## config.mk

```make
export PLATFORM = sky130hd
export DESIGN_NAME = caminho_extrator
export DESIGN_NICKNAME = d
export VERILOG_FILES = /design/src/rtl/caminho_extrator.sv
export SDC_FILE = /design/constraint.sdc
export NUM_CORES = 1
export LEC_CHECK = 0
export CORE_ASPECT_RATIO = 1.2
export CORE_MARGIN = 8
export CORE_UTILIZATION = 34
export CTS_CLUSTER_DIAMETER = 30
export CTS_CLUSTER_SIZE = 14
export DETAILED_ROUTE_END_ITERATION = 10
export HOLD_SLACK_MARGIN = 0.03
export PLACE_DENSITY = 0.75
export RECOVER_POWER = 100
export SKIP_CTS_REPAIR_TIMING = 1
export SYNTH_ARGS = -nofsm -noshare
export SYNTH_HDL_FRONTEND = slang
export SYNTH_SLANG_ARGS = --single-unit
```

## constraint.sdc

```tcl
create_clock -name clk -period 2.6 [get_ports clk]
set_input_delay 0.26 -clock clk [delete_from_list [all_inputs] [get_ports clk]]
set_output_delay 0.26 -clock clk [all_outputs]
set_load 0.05 [all_outputs]
```

## src/rtl/caminho_extrator.sv

```systemverilog
// caminho_extrator: walks the parent chain written by the pathfinder core,
// starting at destino and following parent links until fonte, streaming each
// node out over a valid/ready port (destino first, fonte last).
// Optional feature: define CAMINHO_LOOP_GUARD_EN to abort a run with an erro
// pulse once MAX_PASSOS non-final nodes have been transferred.
//
// Handshake: ext_no_out/ext_no_ultimo_out are offered while ext_no_valid_out is
// high and stay stable until the cycle ext_no_ready_in is also high; a node
// moves on every rising edge where valid and ready are both 1.
module caminho_extrator #(
  parameter int ADDR_WIDTH = 10,
  parameter int MAX_PASSOS = 1023
) (
  input  logic                  clk,
  input  logic                  rst_n,
  input  logic                  ext_iniciar_in,
  input  logic                  ext_alcancado_in,
  input  logic [ADDR_WIDTH-1:0] ext_addr_fonte_in,
  input  logic [ADDR_WIDTH-1:0] ext_addr_destino_in,
  output logic                  ext_pai_rd_out,
  output logic [ADDR_WIDTH-1:0] ext_pai_addr_out,
  input  logic [ADDR_WIDTH-1:0] ext_pai_data_in,
  output logic [ADDR_WIDTH-1:0] ext_no_out,
  output logic                  ext_no_valid_out,
  input  logic                  ext_no_ready_in,
  output logic                  ext_no_ultimo_out,
  output logic                  ext_ocupado_out,
  output logic                  ext_fim_out,
  output logic                  ext_erro_out,
  output logic [ADDR_WIDTH-1:0] ext_comprimento_out,
  output logic [1:0]            dbg_estado_out
);

  localparam logic [1:0] OCIOSO = 2'd0;
  localparam logic [1:0] EMITIR = 2'd1;
  localparam logic [1:0] LER    = 2'd2;
  localparam logic [1:0] ESPERA = 2'd3;

  localparam logic [ADDR_WIDTH-1:0] COMP_MAX = '1;
`ifdef CAMINHO_LOOP_GUARD_EN
  localparam logic [ADDR_WIDTH-1:0] LIMITE = ADDR_WIDTH'(MAX_PASSOS);
`endif

  logic [1:0]            estado_q, estado_d;
  logic [ADDR_WIDTH-1:0] node_q, node_d;
  logic [ADDR_WIDTH-1:0] fonte_q, fonte_d;
  logic [ADDR_WIDTH-1:0] comp_q, comp_d;
  logic                  fim_q, fim_d;
  logic                  erro_q, erro_d;
  logic                  ultimo;

  // Final node is recognised straight from the registered node, so it is
  // stable for as long as the node itself is held.
  assign ultimo = (estado_q == EMITIR) && (node_q == fonte_q);

  // Next-state logic: start handling, emission, and the two-cycle parent read.
  always_comb begin
    estado_d = estado_q;
    node_d   = node_q;
    fonte_d  = fonte_q;
    comp_d   = comp_q;
    fim_d    = 1'b0;
    erro_d   = 1'b0;
    case (estado_q)
      OCIOSO: begin
        if (ext_iniciar_in) begin
          if (ext_alcancado_in) begin
            fonte_d  = ext_addr_fonte_in;
            node_d   = ext_addr_destino_in;
            comp_d   = '0;
            estado_d = EMITIR;
          end else begin
            erro_d = 1'b1;
          end
        end
      end
      EMITIR: begin
        if (ext_no_ready_in) begin
          if (comp_q != COMP_MAX) begin
            comp_d = comp_q + 1'b1;
          end
          if (ultimo) begin
            fim_d    = 1'b1;
            estado_d = OCIOSO;
          end else begin
`ifdef CAMINHO_LOOP_GUARD_EN
            if (comp_d == LIMITE) begin
              erro_d   = 1'b1;
              estado_d = OCIOSO;
            end else begin
              estado_d = LER;
            end
`else
            estado_d = LER;
`endif
          end
        end
      end
      LER: begin
        estado_d = ESPERA;
      end
      ESPERA: begin
        node_d   = ext_pai_data_in;
        estado_d = EMITIR;
      end
      default: begin
        estado_d = OCIOSO;
      end
    endcase
  end

  // State registers; reset drops any run in progress without a pulse.
  always_ff @(posedge clk or negedge rst_n) begin
    if (!rst_n) begin
      estado_q <= OCIOSO;
      node_q   <= '0;
      fonte_q  <= '0;
      comp_q   <= '0;
      fim_q    <= 1'b0;
      erro_q   <= 1'b0;
    end else begin
      estado_q <= estado_d;
      node_q   <= node_d;
      fonte_q  <= fonte_d;
      comp_q   <= comp_d;
      fim_q    <= fim_d;
      erro_q   <= erro_d;
    end
  end

  assign ext_pai_rd_out      = (estado_q == LER);
  assign ext_pai_addr_out    = node_q;
  assign ext_no_out          = node_q;
  assign ext_no_valid_out    = (estado_q == EMITIR);
  assign ext_no_ultimo_out   = ultimo;
  assign ext_ocupado_out     = (estado_q != OCIOSO);
  assign ext_fim_out         = fim_q;
  assign ext_erro_out        = erro_q;
  assign ext_comprimento_out = comp_q;
  assign dbg_estado_out      = estado_q;

endmodule

```

# [Word-level counts from Yosys, hierarchy flattened]
# Index checks and enable logic that the tools add are counted.
# W data, S select, Z words.
[op_classes] n_addsub=1 multipliers=0 div_mod_pow=0 order_cmp=0 n_eq_ne=9 shift=0 muxes=19 n_bitwise=0 reduce_logical=9
[ops] op="$mux W10" n=6
[ops] op="$pmux W10 S2" n=2
[ops] op="$add A10 B1 Y10 const B" n=1
[ops] op="$eq A10 B10 Y1" n=1
[ops] op="$ne A10 B10 Y1 const B" n=1
[ops] op="$reduce_and A3 Y1" n=3
[ops] op="$mux W2" n=4
[ops] op="$pmux W2 S4" n=1
[ops] op="$mux W1" n=6
[ops] op="$reduce_bool A2 Y1" n=3
[ops] op="$reduce_and A5 Y1" n=1
[ops] op="$eq A2 B2 Y1 const B" n=2
[ops] op="$ne A2 B1 Y1 const B" n=2
[ops] op="$ne A2 B2 Y1 const B" n=2
[ops] op="$eq A2 B1 Y1 const B" n=1
[ops] op="$logic_not A2 Y1" n=1
[ops] op="$logic_and A1 B1 Y1" n=1
[totals] reg_bits=34 latchBits=0 mem_bits_rw=0 romBits=0 input_bits=35 out_inout_bits=38 mem_count=0

# [Logic depth before layout (Yosys ltp)]
[logic_depth] ltp_word=5 depth_mapped=7 mapped_depth_nobuf=6

# [Worst setup path after synthesis]
# No wires, ideal clock.
[synth_timing] path_kind="register -> register" startpoint="register estado_q[0] (netlist: dbg_estado_out[0])" endpoint="register comp_q[0] (netlist: ext_comprimento_out[0])" setup_ns=0.125 arrival_ns=2.330 slack_ns=0.145 path_stages_with_launch=7 period_less_slack_ns=2.455 path_cell_list="dfrtp_1 ha_1 buf_6 nand4_1 nor2_1 a21oi_1 mux2_4"
[synth_between] elab_chain_len=3
[synth_lines] item="from (decl)" line="44" rtl="logic [1:0] estado_q, estado_d;"
[synth_lines] item="from (signal assigned)" line="122" rtl="estado_q <= estado_d;"
[synth_lines] item="$eq A2 B1 Y1 (*)"
[synth_lines] item="net ext_no_valid_out" line="24" rtl="output logic ext_no_valid_out,"
[synth_lines] item="$ne A2 B1 Y1 (no source line) or $reduce_bool A2 Y1 (tied branches)"
[synth_lines] item="$reduce_and A5 Y1 (no source line)"
[synth_lines] item="to (signal assigned)" line="125" rtl="comp_q <= comp_d;"
[synth_lines] item="to (decl)" line="47" rtl="logic [ADDR_WIDTH-1:0] comp_q, comp_d;"
# Mark *: on every way through the listed nets, which the timed path passes. The rest lies on a longest branch.
# A chain may end at the register's enable or synchronous reset.

# [Worst setup path in the final report]
[layout_timing] startpoint="register estado_q[1] (netlist: dbg_estado_out[1])" endpoint="output port ext_no_valid_out"
[layout_between] elab_chain_len=1
[layout_lines] item="$eq A2 B1 Y1" line="134" rtl="assign ext_no_valid_out = (estado_q == EMITIR);"
[layout_lines] item="to (decl)" line="24"
# No other way between the ends.

==> results.yml <==
pwr:
  power_mw: 3.067
  power_density_nw_per_um2: 1151
  irDropWorstVdd_mv: 0.7163
  leakagePower_nw: 1.086
setup_path:
  path_buf_inv: 2
  crit_fanout: 12
  worstSetupPathType: "flip-flop to output port"
  end_kind: "output port"
  cp.required_ps: 2340
  startpoint_type: "flip-flop"
  cp.arrival_ps: 2120
  path_delay_family: "buffers and inverters"
  cp_slowest_stage_delay_ps: 890
  cpMaxStageDelayCell: "clkdlybuf4s50_1"
  path_cells: "inv_1 > ha_1 > clkdlybuf4s50_1"
clock_tree:
  clk_latency_ps: 280
  cts_tree: "yes"
  cts_buffer_depth: 2
  htree_levels: 2
  cts_buffers: 5
  cts-root-buf: "clkbuf_8"
  cts_sinks: 34
  clk_pin_slew_worst_paths_ps: 70
layout:
  drive_gt1_frac: 0.08835
  nets: 290
  n_fill_cell: 514
  area_growth_pct: 41.15
  diodes: 0
  stdcell_count: 311
global_route:
  grt_pass1_wl_um: 8273
  grt_pass1_vias: 1741
  gr-usage-met2: 0.2025
  grt_max_degree: 35
  grt_remaining_overflow: 0
  grt_util_met1: 0.1329
  use_met3: 0.05621
  top_usage_layer: "met2"
  antenna_found_initial: 0
  grt_usage: 0.1217
floorplan:
  dieArea_um2: 8203
  die_h_um: 97.63
  io_pins: 73
  initial_utilization: 0.3540
  core_um2: 5334
  row_count: 29
  die_w_um: 84.03
synth:
  yosys_warnings: 0
  syn-num-nets: 222
  netlist_area_um2: 1888
  ys_seq_area_frac: 0.4506
  netlist_instances: 181
  synth_seq_cells: 34
  syn_avg_cell_area_um2: 10.43
  ys_types: 32
sta:
  hold_violations: 0
  finalSetupViolCount: 0
  skew_ps: 4.551
  layout_min_cycle_time_ps: 2385
  rsz0062_at_grt: "no"
  finalMaxSlewViolations: 35
  tns_ps: 0
  max_slew_margin: -0.2250
  fin_crit_sh: 0.9171
  worst_pin_slew_ps: 1837
  hold_slack_ps: 524.5
  fmax_mhz: 419.4
place:
  place_congestion: 0.8065
  io_buffers: 72
  hpwl_um: 3730
  dp.cells: 304
status:
  violations: "capacitance limit, slew limit"
  status: "complete, but fails checks"
route:
  postRouteAntennaNets: 0
  vias_per_cell: 5.084
  finalWirelength_um: 4886
  drc: 0
  wire_per_inst_um: 15.71
  vias: 1581
  first_pass_iters: 4
  dr.first_iter.drc_count: 49
min_path:
  hp-class: "flip-flop to flip-flop"
flow_run:
  cap_viol_max_count: 1
## report_power, final
| group | switching (mW) | internal, mW | leakage [nW] |
|---|---|---|---|
| Sequential | 0.179 | 0.717 | 0.419 |
| Combinational | 1.18 | 0.633 | 0.629 |
| Clock | 0.177 | 0.184 | 0.0383 |
| Total | 1.53 | 1.53 | 1.09 |
## layer usage
| metal | up-vias | share of wire |
|---|---|---|
| met1 | 736 | 0.42 |
| met3 | 7 | 0.087 |
| met2 | 68 | 0.48 |
| met5 | - | 0 |
| met4 | 0 | 0.013 |
| li1 | 770 | - |
## cells in the mapped netlist (all sizes together)
cell	n	share of area
o21ai	5	0.013
inv	9	0.018
or4	3	0.012
a31oi	1	0.0033
mux2	13	0.082
nand4	7	0.023
xnor2	8	0.037
xor2	2	0.0093
mux2i	12	0.064
buf	11	0.046
and4	1	0.0046
and2	3	0.0099
nor2	14	0.028
nor3	2	0.0079
or3	2	0.0066
a21bo	1	0.0086
a21oi	18	0.048
nand2	8	0.016
clkbuf	4	0.0079
o2111ai	1	0.0046
o31ai	5	0.020
nand3	5	0.020
a221oi	1	0.0046
nor4	1	0.0033
dfrtp	34	0.45
and3	4	0.013
ha	6	0.040
## metrics by stage
stage	setup slack (ps)	util	cell area [um2]
2_1_floorplan	145.0	-	1888
3_3_place_gp	557.2	0.4898	2613
3_5_place_dp	490.0	0.4898	2613
4_1_cts	176.1	0.5041	2689
5_1_grt	75.72	0.4996	2665
6_report	215.5	0.4996	2665
## path summary, 6_finish.rpt
kind                                               start                            endpoint  slack, ps  depth (start not counted)
setup / recovery           dbg_estado_out[1]$_DFFE_PN0P_                    ext_no_valid_out        220                          3
hold / removal                    fonte_q[8]$_DFFE_PN0P_              fonte_q[8]$_DFFE_PN0P_        520                          1
setup reg to reg           dbg_estado_out[0]$_DFFE_PN0P_  ext_comprimento_out[5]$_DFFE_PN0P_        310                          6
hold reg to reg                   fonte_q[8]$_DFFE_PN0P_              fonte_q[8]$_DFFE_PN0P_        520                          1
max in group asynchronous                          rst_n           ext_no_out[2]$_DFFE_PN0P_        530                          2
min in group asynchronous                          rst_n               ext_fim_out$_DFF_PN0_       1010                          2
## placed cells by master, fill, tap and decap left out, drive strengths merged
| cell type | synthesis | layout |
|---|---|---|
| xor2 | 2 | 2 |
| nor4 | 1 | 1 |
| a31oi | 1 | 1 |
| o21ai | 5 | 5 |
| buf | 11 | 2 |
| mux2i | 12 | 12 |
| nor3 | 2 | 2 |
| a221oi | 1 | 1 |
| nand3 | 5 | 5 |
| mux2 | 13 | 13 |
| o31ai | 5 | 5 |
| clkdlybuf4s50 | 0 | 34 |
| inv | 9 | 9 |
| ha | 6 | 6 |
| and3 | 4 | 4 |
| o2111ai | 1 | 1 |
| or4 | 3 | 3 |
| a21bo | 1 | 1 |
| xnor2 | 8 | 8 |
| clkbuf | 4 | 10 |
| or3 | 2 | 2 |
| and2 | 3 | 3 |
| dfrtp | 34 | 34 |
| nand4 | 7 | 7 |
| and4 | 1 | 1 |
| nand2 | 8 | 8 |
| nor2 | 14 | 14 |
| dlygate4sd3 | 0 | 37 |
| a21oi | 18 | 18 |
## registers in the layout, indices dropped and copies added (netlist names)
name and count:
ext_comprimento_out 10, ext_no_out 10, fonte_q 10, dbg_estado_out 2
ext_erro_out 1, ext_fim_out 1
## cells by family (layout without fill, tap and decap cells)
| logic type | Yosys count | in the layout | share of synthesized area |
|---|---|---|---|
| compound gates | 32 | 32 | 0.1021 |
| xor+xnor | 10 | 10 | 0.04639 |
| fa+ha+maj | 6 | 6 | 0.03976 |
| buf+inv | 24 | 92 | 0.07157 |
| flops | 34 | 34 | 0.4506 |
| mux | 25 | 25 | 0.1451 |
| simple gates | 50 | 50 | 0.1445 |
## layout make-up
class	instances	area [um2]	share of cell area
inverters	9	33.78	0.01268
repair buffers	76	738.2	0.2770
multi-input cells	123	888.4	0.3333
well taps	62	77.57	0.02911
flip-flops and latches	34	850.8	0.3192
clock buffers	7	76.32	0.02864
(Power assumes the default switching activity.)
